`src/rtl/mac_tx_pkg.sv`:
```
// Shared FSM encoding, requester indices and round-robin helper for the
// MAC transmit scheduler.
package mac_tx_pkg;

    localparam int NREQ = 3;

    localparam logic [1:0] REQ_ARP  = 2'd0;
    localparam logic [1:0] REQ_ICMP = 2'd1;
    localparam logic [1:0] REQ_UDP  = 2'd2;

    typedef enum logic [2:0] {
        ST_IDLE,
        ST_ARB,
        ST_START,
        ST_WAIT_BUSY,
        ST_WAIT_DONE,
        ST_GAP
    } state_e;

    // Next requester index in round-robin order, wrapping UDP back to ARP.
    function automatic logic [1:0] rr_next(input logic [1:0] idx);
        return (idx >= REQ_UDP) ? REQ_ARP : idx + 2'd1;
    endfunction

endpackage

```
`src/rtl/rr_arb3.sv`:
```
// Combinational 3-way round-robin pick: searches upward from (last + 1) mod 3
// and returns a one-hot grant plus the winner index.
module rr_arb3
    import mac_tx_pkg::*;
(
    input  logic [NREQ-1:0] req,
    input  logic [1:0]      last,
    output logic [NREQ-1:0] grant,
    output logic [1:0]      idx
);

    logic [1:0] c0, c1, c2;

    assign c0 = rr_next(last);
    assign c1 = rr_next(c0);
    assign c2 = rr_next(c1);

    function automatic logic req_at(input logic [NREQ-1:0] r, input logic [1:0] i);
        case (i)
            REQ_ARP:  return r[0];
            REQ_ICMP: return r[1];
            default:  return r[2];
        endcase
    endfunction

    always_comb begin
        idx = c0;
        if (req_at(req, c0)) begin
            idx = c0;
        end else if (req_at(req, c1)) begin
            idx = c1;
        end else if (req_at(req, c2)) begin
            idx = c2;
        end
        grant = '0;
        if (|req) begin
            case (idx)
                REQ_ARP:  grant = 3'b001;
                REQ_ICMP: grant = 3'b010;
                default:  grant = 3'b100;
            endcase
        end
    end

endmodule

```
`src/rtl/mac_tx_sched.sv`:
```
// MAC transmit scheduler: arbitrates ARP/ICMP/UDP frame requests, hands the
// winner's header fields to the packer and enforces the inter-frame gap.
// Optional watchdog abort is built when MAC_TX_SCHED_WDOG_EN is defined.
module mac_tx_sched
    import mac_tx_pkg::*;
#(
    parameter int IFG_CYCLES  = 12,
    parameter int WDOG_CYCLES = 4095
) (
    input  logic                 clk,
    input  logic                 rst_n,
    input  logic [NREQ-1:0]      req,
    input  logic [48*NREQ-1:0]   req_des_mac,
    input  logic [16*NREQ-1:0]   req_prot_type,
    output logic [NREQ-1:0]      gnt,
    output logic [NREQ-1:0]      done,
    output logic                 pack_fifo_empty,
    output logic [47:0]          des_mac_addr,
    output logic [15:0]          prot_type,
    input  logic                 mac_head_end,
    input  logic                 tx_busy,
    output logic                 sched_err
);

    localparam logic [7:0] IFG_LAST = 8'(IFG_CYCLES - 1);

    state_e          state_q, state_d;
    logic [7:0]      gap_cnt_q, gap_cnt_d;
    logic [1:0]      last_q, last_d;
    logic [NREQ-1:0] gnt_q, gnt_d;
    logic [NREQ-1:0] done_q, done_d;
    logic            err_q, err_d;
    logic [47:0]     mac_q, mac_d;
    logic [15:0]     prot_q, prot_d;
    logic [NREQ-1:0] arb_gnt;
    logic [1:0]      arb_idx;
    logic            wdog_hit;

    rr_arb3 u_arb (
        .req   (req),
        .last  (last_q),
        .grant (arb_gnt),
        .idx   (arb_idx)
    );

`ifdef MAC_TX_SCHED_WDOG_EN
    localparam int WDOG_W = $clog2(WDOG_CYCLES + 1);
    localparam logic [WDOG_W-1:0] WDOG_LAST = WDOG_W'(WDOG_CYCLES - 1);

    logic [WDOG_W-1:0] wdog_cnt_q, wdog_cnt_d;
    logic              in_wait;

    assign in_wait  = (state_q == ST_START) || (state_q == ST_WAIT_BUSY) ||
                      (state_q == ST_WAIT_DONE);
    assign wdog_hit = in_wait && (wdog_cnt_q == WDOG_LAST);

    // Counts only while waiting on the packer; any state change restarts it.
    always_comb begin
        wdog_cnt_d = '0;
        if (in_wait && (state_d == state_q)) begin
            wdog_cnt_d = wdog_cnt_q + 1'b1;
        end
    end

    always_ff @(posedge clk or negedge rst_n) begin
        if (!rst_n) begin
            wdog_cnt_q <= '0;
        end else begin
            wdog_cnt_q <= wdog_cnt_d;
        end
    end
`else
    logic unused_wdog;

    assign unused_wdog = (WDOG_CYCLES != 0);
    assign wdog_hit    = 1'b0;
`endif

    always_ff @(posedge clk or negedge rst_n) begin
        if (!rst_n) begin
            state_q   <= ST_IDLE;
            gap_cnt_q <= '0;
            last_q    <= REQ_UDP;
            gnt_q     <= '0;
            done_q    <= '0;
            err_q     <= 1'b0;
            mac_q     <= '0;
            prot_q    <= '0;
        end else begin
            state_q   <= state_d;
            gap_cnt_q <= gap_cnt_d;
            last_q    <= last_d;
            gnt_q     <= gnt_d;
            done_q    <= done_d;
            err_q     <= err_d;
            mac_q     <= mac_d;
            prot_q    <= prot_d;
        end
    end

    always_comb begin
        state_d   = state_q;
        gap_cnt_d = gap_cnt_q;
        case (state_q)
            ST_IDLE:      if (|req) state_d = ST_ARB;
            ST_ARB:       state_d = (|arb_gnt) ? ST_START : ST_IDLE;
            ST_START:     if (mac_head_end) state_d = ST_WAIT_BUSY;
            ST_WAIT_BUSY: if (tx_busy) state_d = ST_WAIT_DONE;
            ST_WAIT_DONE: if (!tx_busy) state_d = ST_GAP;
            ST_GAP: begin
                if (gap_cnt_q == IFG_LAST) begin
                    state_d = ST_IDLE;
                end else begin
                    gap_cnt_d = gap_cnt_q + 8'd1;
                end
            end
            default:      state_d = ST_IDLE;
        endcase
        if (wdog_hit) begin
            state_d = ST_GAP;
        end
        if (state_d != state_q) begin
            gap_cnt_d = '0;
        end
    end

    always_comb begin
        last_d = last_q;
        gnt_d  = gnt_q;
        done_d = '0;
        err_d  = 1'b0;
        mac_d  = mac_q;
        prot_d = prot_q;
        if ((state_q == ST_ARB) && (|arb_gnt)) begin
            last_d = arb_idx;
            gnt_d  = arb_gnt;
            case (arb_idx)
                REQ_ARP: begin
                    mac_d  = req_des_mac[47:0];
                    prot_d = req_prot_type[15:0];
                end
                REQ_ICMP: begin
                    mac_d  = req_des_mac[95:48];
                    prot_d = req_prot_type[31:16];
                end
                default: begin
                    mac_d  = req_des_mac[143:96];
                    prot_d = req_prot_type[47:32];
                end
            endcase
        end
        if ((state_q == ST_WAIT_DONE) && !tx_busy && !wdog_hit) begin
            done_d = gnt_q;
            gnt_d  = '0;
        end
        // Abort drops the grant silently; the requester sees no done.
        if (wdog_hit) begin
            gnt_d = '0;
            err_d = 1'b1;
        end
        pack_fifo_empty = (state_q != ST_START);
    end

    assign gnt          = gnt_q;
    assign done         = done_q;
    assign sched_err    = err_q;
    assign des_mac_addr = mac_q;
    assign prot_type    = prot_q;

endmodule
```
`config.mk`:
```
export PLATFORM = sky130hd
export DESIGN_NAME = mac_tx_sched
export DESIGN_NICKNAME = d
export VERILOG_FILES = /design/src/rtl/mac_tx_pkg.sv /design/src/rtl/rr_arb3.sv /design/src/rtl/mac_tx_sched.sv
export SDC_FILE = /design/constraint.sdc
export NUM_CORES = 1
export LEC_CHECK = 0
export BUFFER_PORTS_ARGS = -buffer_cell sky130_fd_sc_hd__buf_2
export CAP_MARGIN = 20
export CORE_ASPECT_RATIO = 0.5
export CORE_UTILIZATION = 48
export DETAILED_ROUTE_END_ITERATION = 8
export PLACE_DENSITY = 0.85
export SETUP_SLACK_MARGIN = 0.2
export SLEW_MARGIN = 40
export SYNTH_ARGS = -nofsm -noshare
export SYNTH_HDL_FRONTEND = slang
export SYNTH_SLANG_ARGS = --single-unit
```
`constraint.sdc`:
```
create_clock -name clk -period 3.6 [get_ports clk]
set_input_delay 0 -clock clk [delete_from_list [all_inputs] [get_ports clk]]
set_output_delay 0 -clock clk [all_outputs]
set_load 0.02 [all_outputs]
```
# == Yosys cells after proc, flatten, opt, wreduce, memory -nomap -nowiden ==
# Cells that the tools add are included.
# totals
regBits,83
output_inout_bits,72
in_bits,199
word_cells,69
# op_classes
n_mux,29
eq_ne,13
addsub,4
reduce_logical,13
magnitude_cmp,3
# op_table
op,count
48-bit one-hot mux with 2 select lines,1
16-bit one-hot mux with 2 select lines,1
3-bit two-way mux,9
8-bit two-way mux,3
3-bit one-hot mux with 6 select lines,1
2-bit two-way mux,7
"8-bit by 1-bit adder with 8-bit output, second input constant",1
"2-bit by 1-bit == test with 1-bit output, second input constant",4
"8-bit by 4-bit == test with 1-bit output, second input constant",1
2-bit logical NOT,4
"2-bit by 1-bit adder with 2-bit output, second input constant",3
"3-bit by 2-bit == test with 1-bit output, second input constant",2
"3-bit == test, second input constant",2
"2-bit >= comparator, second input constant",3
1-bit one-hot mux with 2 select lines,3
3-bit one-hot mux with 2 select lines,1
3-bit OR reduction,2
2-bit nonzero test,2
"3-bit by 1-bit == test with 1-bit output, second input constant",1
3-bit logical NOT,1
1-bit two-way mux,3
"3-bit by 2-bit inequality test with 1-bit output, second input constant",1
3-bit inequality test,1
1-bit logical AND,2
3 further kinds,3

# == Longest topological paths before layout ==
# logic_depth
ltp_word,22
ltp_mapped,6

# == By module ==
# A second synthesis with hierarchy kept.
# hier_totals
cells_unflattened,527
hier_area_um2,4569.4
# by_module_without_submodules
module,n_inst,cells_per_inst,area_per_inst_um2
mac_tx_sched,1,511,4473.0
rr_arb3,1,16,96.3

# == Least setup slack after synthesis ==
# No wires, ideal clock.
# synth_timing
path_kind,reg-to-reg
start,reg last_q[1]
end,"reg mac_q[0], in the netlist des_mac_addr[0]"
path_stages_with_launch,7
arrival_ps,1338
setup_slack_ps,2139
path_buffers,2
t_required_ps,3477
path_cell_list,dfstp_2 -> nor2_1 -> a32o_1 -> buf_6 -> buf_6 -> a221oi_2 -> o2bb2ai_1
# synth_via
elab_chain_len,18
# synth_lines
element,line,source
"start, declared",mac_tx_sched.sv:29,"logic [1:0] last_q, last_d;"
"start signal, assigned",mac_tx_sched.sv:92,last_q <= last_d;
2-bit by 1-bit adder with 2-bit output / 2-bit >= comparator (equally long branches),mac_tx_pkg.sv:22,return (idx >= REQ_UDP) ? REQ_ARP : idx + 2'd1;
2-bit two-way mux *,mac_tx_pkg.sv:22,
2-bit by 1-bit adder with 2-bit output / 2-bit >= comparator (equally long branches),mac_tx_pkg.sv:22,
2-bit two-way mux,mac_tx_pkg.sv:22,
2-bit by 1-bit adder with 2-bit output / 2-bit >= comparator (equally long branches),mac_tx_pkg.sv:22,
2-bit two-way mux,mac_tx_pkg.sv:22,
2-bit by 1-bit == test with 1-bit output / 2-bit logical NOT (equally long branches),rr_arb3.sv:19,case (i)
1-bit one-hot mux with 2 select lines,rr_arb3.sv:19,
[2 not listed],n/a,
2-bit two-way mux,rr_arb3.sv:32,"end else if (req_at(req, c2)) begin"
2-bit two-way mux,rr_arb3.sv:30,"end else if (req_at(req, c1)) begin"
2-bit two-way mux *,rr_arb3.sv:28,"if (req_at(req, c0)) begin"
2-bit by 1-bit == test with 1-bit output / 2-bit logical NOT (equally long branches),"rr_arb3.sv:37, mac_tx_sched.sv:137",
3-bit one-hot mux with 2 select lines,rr_arb3.sv:37,case (idx)
3-bit two-way mux,rr_arb3.sv:36,if (|req) begin
3-bit OR reduction,mac_tx_sched.sv:134,if ((state_q == ST_ARB) && (|arb_gnt)) begin
1-bit logical AND,mac_tx_sched.sv:134,
"end signal, assigned",mac_tx_sched.sv:96,mac_q <= mac_d;
"end, declared",mac_tx_sched.sv:33,"logic [47:0] mac_q, mac_d;"
# Mark *: on every way between the ends. The rest lies on a longest branch, timed or not. The select of a mux whose other input is x is not followed.
# A chain may end at the register's enable or synchronous reset.

# == Worst setup path in the final report ==
# layout_timing
start,reg state_q[0]
end,"reg mac_q[37], in the netlist des_mac_addr[37]"
# layout_via
elab_chain_len,2
# layout_lines
element,line,source
"start, declared",mac_tx_sched.sv:27,"state_e state_q, state_d;"
"start signal, assigned",mac_tx_sched.sv:90,state_q <= state_d;
3-bit by 1-bit == test with 1-bit output,mac_tx_sched.sv:134,
1-bit logical AND,mac_tx_sched.sv:134,
# Every way passes these cells.

==> run summary <==
Total Power: 6.25 mW
R2R depth: 6
TritonRoute pass-1 iters: 5
Final setup viols: 0
R2R setup slack: 720 ps
fmax: 347 MHz
clk_skew: 6.84 ps
Mapped Nets: 603
RePlAce Congestion: 0.843
fillers: 454
Tmin final: 2880 ps
VDD IR max: 0.000519 V
CTS tree: done
top post-synthesis cells by area: dfrtp_1 (45%), a221oi_2 (16%), o2bb2ai_1 (12%)
Area Overhead vs Synth: 63.5%
CP arrival: 3090 ps
Vias/cell: 5.95
number of antenna violations at the first check in global routing: 0
asr flop ratio synth: 100%
largest net degree at the start of global routing: 67
Starting DRT DRC Count: 386
Top Ports: 271
Warnings, synthesis: 0
crit end category: flop
RSZ-0062 raised after global routing: false
period utilisation layout: 80.1%
Synth cell types: 46
ys flop type: dfrtp_1
Synth top area share: 44.7%
sequential share of the synthesized area: 45.3%
worst skew pair latency: 340 ps
Final ANT Viol Nets: 0
WHS Path Cells: 3
Hold WC Path Type: input port to flop
area leader, netlist: dfrtp_1
global-route wire length before repair: 29.1 mm
flops & latches, synth: 83
worst slew pin tran: 835 ps
drt wl/cell: 20.3 um
kind of critical path: flop to flop
r2r startpoint: state_q[0]
GR Overflow Total: 0
Initial Util: 51.1%
All-Layer GR Usage: 37.9%
H-tree depth: 3
hold wc startpoint: req_prot_type[3]
synthesized instance count: 403
multi-input logic area: 0.00225 mm2
TritonCTS buffer count: 9
Slew headroom: 44.3%
Max-cap violations: 0
number of global-route vias before repair: 5,638
final wirelength: 18.4 mm
Reg clk slew, reported paths: 60 ps
outcome: finished, final reports clean
crit path max fanout: 36
Hold Fails Final Rpt: 0
r2r endpoint: des_mac_addr[37]
vias: 5,379
CP startpoint kind: flop
Pleak: 3.37 nW
Die W: 140 um
fin nets: 982
CTS sink cnt: 83
Resize count post-CTS: 0
Clock Path Buffers: 2
register area: 0.00208 mm2
pwr dens: 832 mW/mm2
Critical Path RT: 3810 ps
Die Y: 71.2 um
DRC: 0
PortBufs: 269
row cnt: 24
Final Util: 83.6%
CTS Root Cell: clkbuf_16
setup TNS: 0 ps
diode count: 0
mapped cell area: 0.00459 mm2
fraction of final layout cells sized beyond drive strength 1: 44.9%
Post-synth EDFFs: 0
WHS Endpoint: prot_type[3]
Slew Limit Fails: 0
DPL Wire Length: 10.2 mm
die footprint: 0.00999 mm2
CORE AREA: 0.00898 mm2
syn_area_per_cell: 11.4 um2
## critical path: stages, from the launching register on
cell and delay [ps]:
dfrtp_1 560, nor3b_2 350, nand2_4 350, buf_4 430
a221oi_1 350, o2bb2ai_1 110, dlygate4sd3_1 580
## synthesized netlist by cell type (2+ instances only)
master	number
dfrtp_1	82
nor2_1	80
o2bb2ai_1	64
a221oi_2	49
a221oi_1	15
buf_6	13
nand2_1	13
buf_4	10
buf_2	9
xnor2_1	6
a21oi_1	5
o21ai_0	5
and2_1	4
nand2b_1	4
clkbuf_1	3
inv_1	3
nand3_1	3
nor3_1	3
a21o_1	2
buf_1	2
nand4_1	2
nor2b_1	2
## cell families after synthesis
| group | count (synthesis) | share of synthesized area, % |
|---|---|---|
| and+or+nand+nor | 120 | 11.7 |
| xor gates and xnor gates | 6 | 1.14 |
| AOI/OAI and AO/OA | 152 | 35.1 |
| adders and majority gates | 1 | 0.272 |
| other | 1 | 0.0817 |
| buffers and inverters | 40 | 6.46 |
| DFF | 83 | 45.3 |
## cell usage in the layout (no fill, tap or decap), drive strengths merged, types with 2 or more instances in the layout
| cell type | instances |
|---|---|
| nor3 | 3 |
| and2 | 5 |
| clkbuf | 12 |
| nor2 | 80 |
| dfrtp | 82 |
| xnor2 | 6 |
| inv | 3 |
| buf | 276 |
| nor3b | 2 |
| bufinv | 2 |
| a221oi | 64 |
| o2bb2ai | 64 |
| nand4 | 2 |
| nand3 | 3 |
| nor2b | 2 |
| a21o | 2 |
| dlygate4sd3 | 129 |
| nand2 | 14 |
| a21oi | 6 |
| o21ai | 5 |
| nand2b | 4 |
## routing by layer
| metal | global-route usage [%] | vias to the layer above | routed length (um) |
|---|---|---|---|
| li1 | - | 2321 | - |
| met5 | 0 | - | 0 |
| met2 | 67.3 | 325 | 9310 |
| met4 | 24.4 | 0 | 1100 |
| met3 | 10.2 | 112 | 1360 |
| met1 | 41.0 | 2621 | 6600 |
## where the power goes
| group | total [mW] | switching, mW | leakage [nW] | internal, mW |
|---|---|---|---|---|
| Sequential | 1.62 | 0.269 | 0.963 | 1.35 |
| Clock | 1.02 | 0.376 | 0.159 | 0.645 |
| Combinational | 3.61 | 1.98 | 2.25 | 1.63 |
| Total | 6.25 | 2.63 | 3.37 | 3.62 |
## stage by stage
stage	instance area, um2	worst slack (ps)	hold WS, ps	std cells
2_1_floorplan	4590	2140	-296	403
4_1_cts	7490	866	4.76	902
6_report	7510	718	43.2	904
3_3_place_gp	5890	1550	50.1	759
5_1_grt	7510	641	57.6	904
3_5_place_dp	5890	1430	59.7	759
## worst max-delay path by stage
stage	start	end	slack [ps]	cells after the start
2_1_floorplan	last_q[1]	des_mac_addr[0]	2140	6
3_3_place_gp	last_q[1]	des_mac_addr[5]	1550	5
3_5_place_dp	state_q[0]	des_mac_addr[37]	1430	5
4_1_cts	state_q[0]	des_mac_addr[37]	870	6
5_1_grt	state_q[0]	des_mac_addr[37]	640	6
6_report	state_q[0]	des_mac_addr[37]	720	6
## final cells by class
cell class	instances	share of cell area, %
clock buffer	12	3.42
clock inverter	4	0.966
inverter	3	0.150
multi-input combinational	280	30.0
sequential	83	27.7
tap	117	1.95
timing repair buffer	405	35.9
## flip-flops by register name (all words and copies together) (netlist names)
name          count
des_mac_addr     48
done              3
gap_cnt_q         8
gnt               3
last_q            2
prot_type        16
state_q           3
## repair_timing
item	in CTS	in global routing
setup buffers	0	0
endpoints found under the hold margin	110	1
hold buffers	127	2
(Power assumes the default switching activity.)
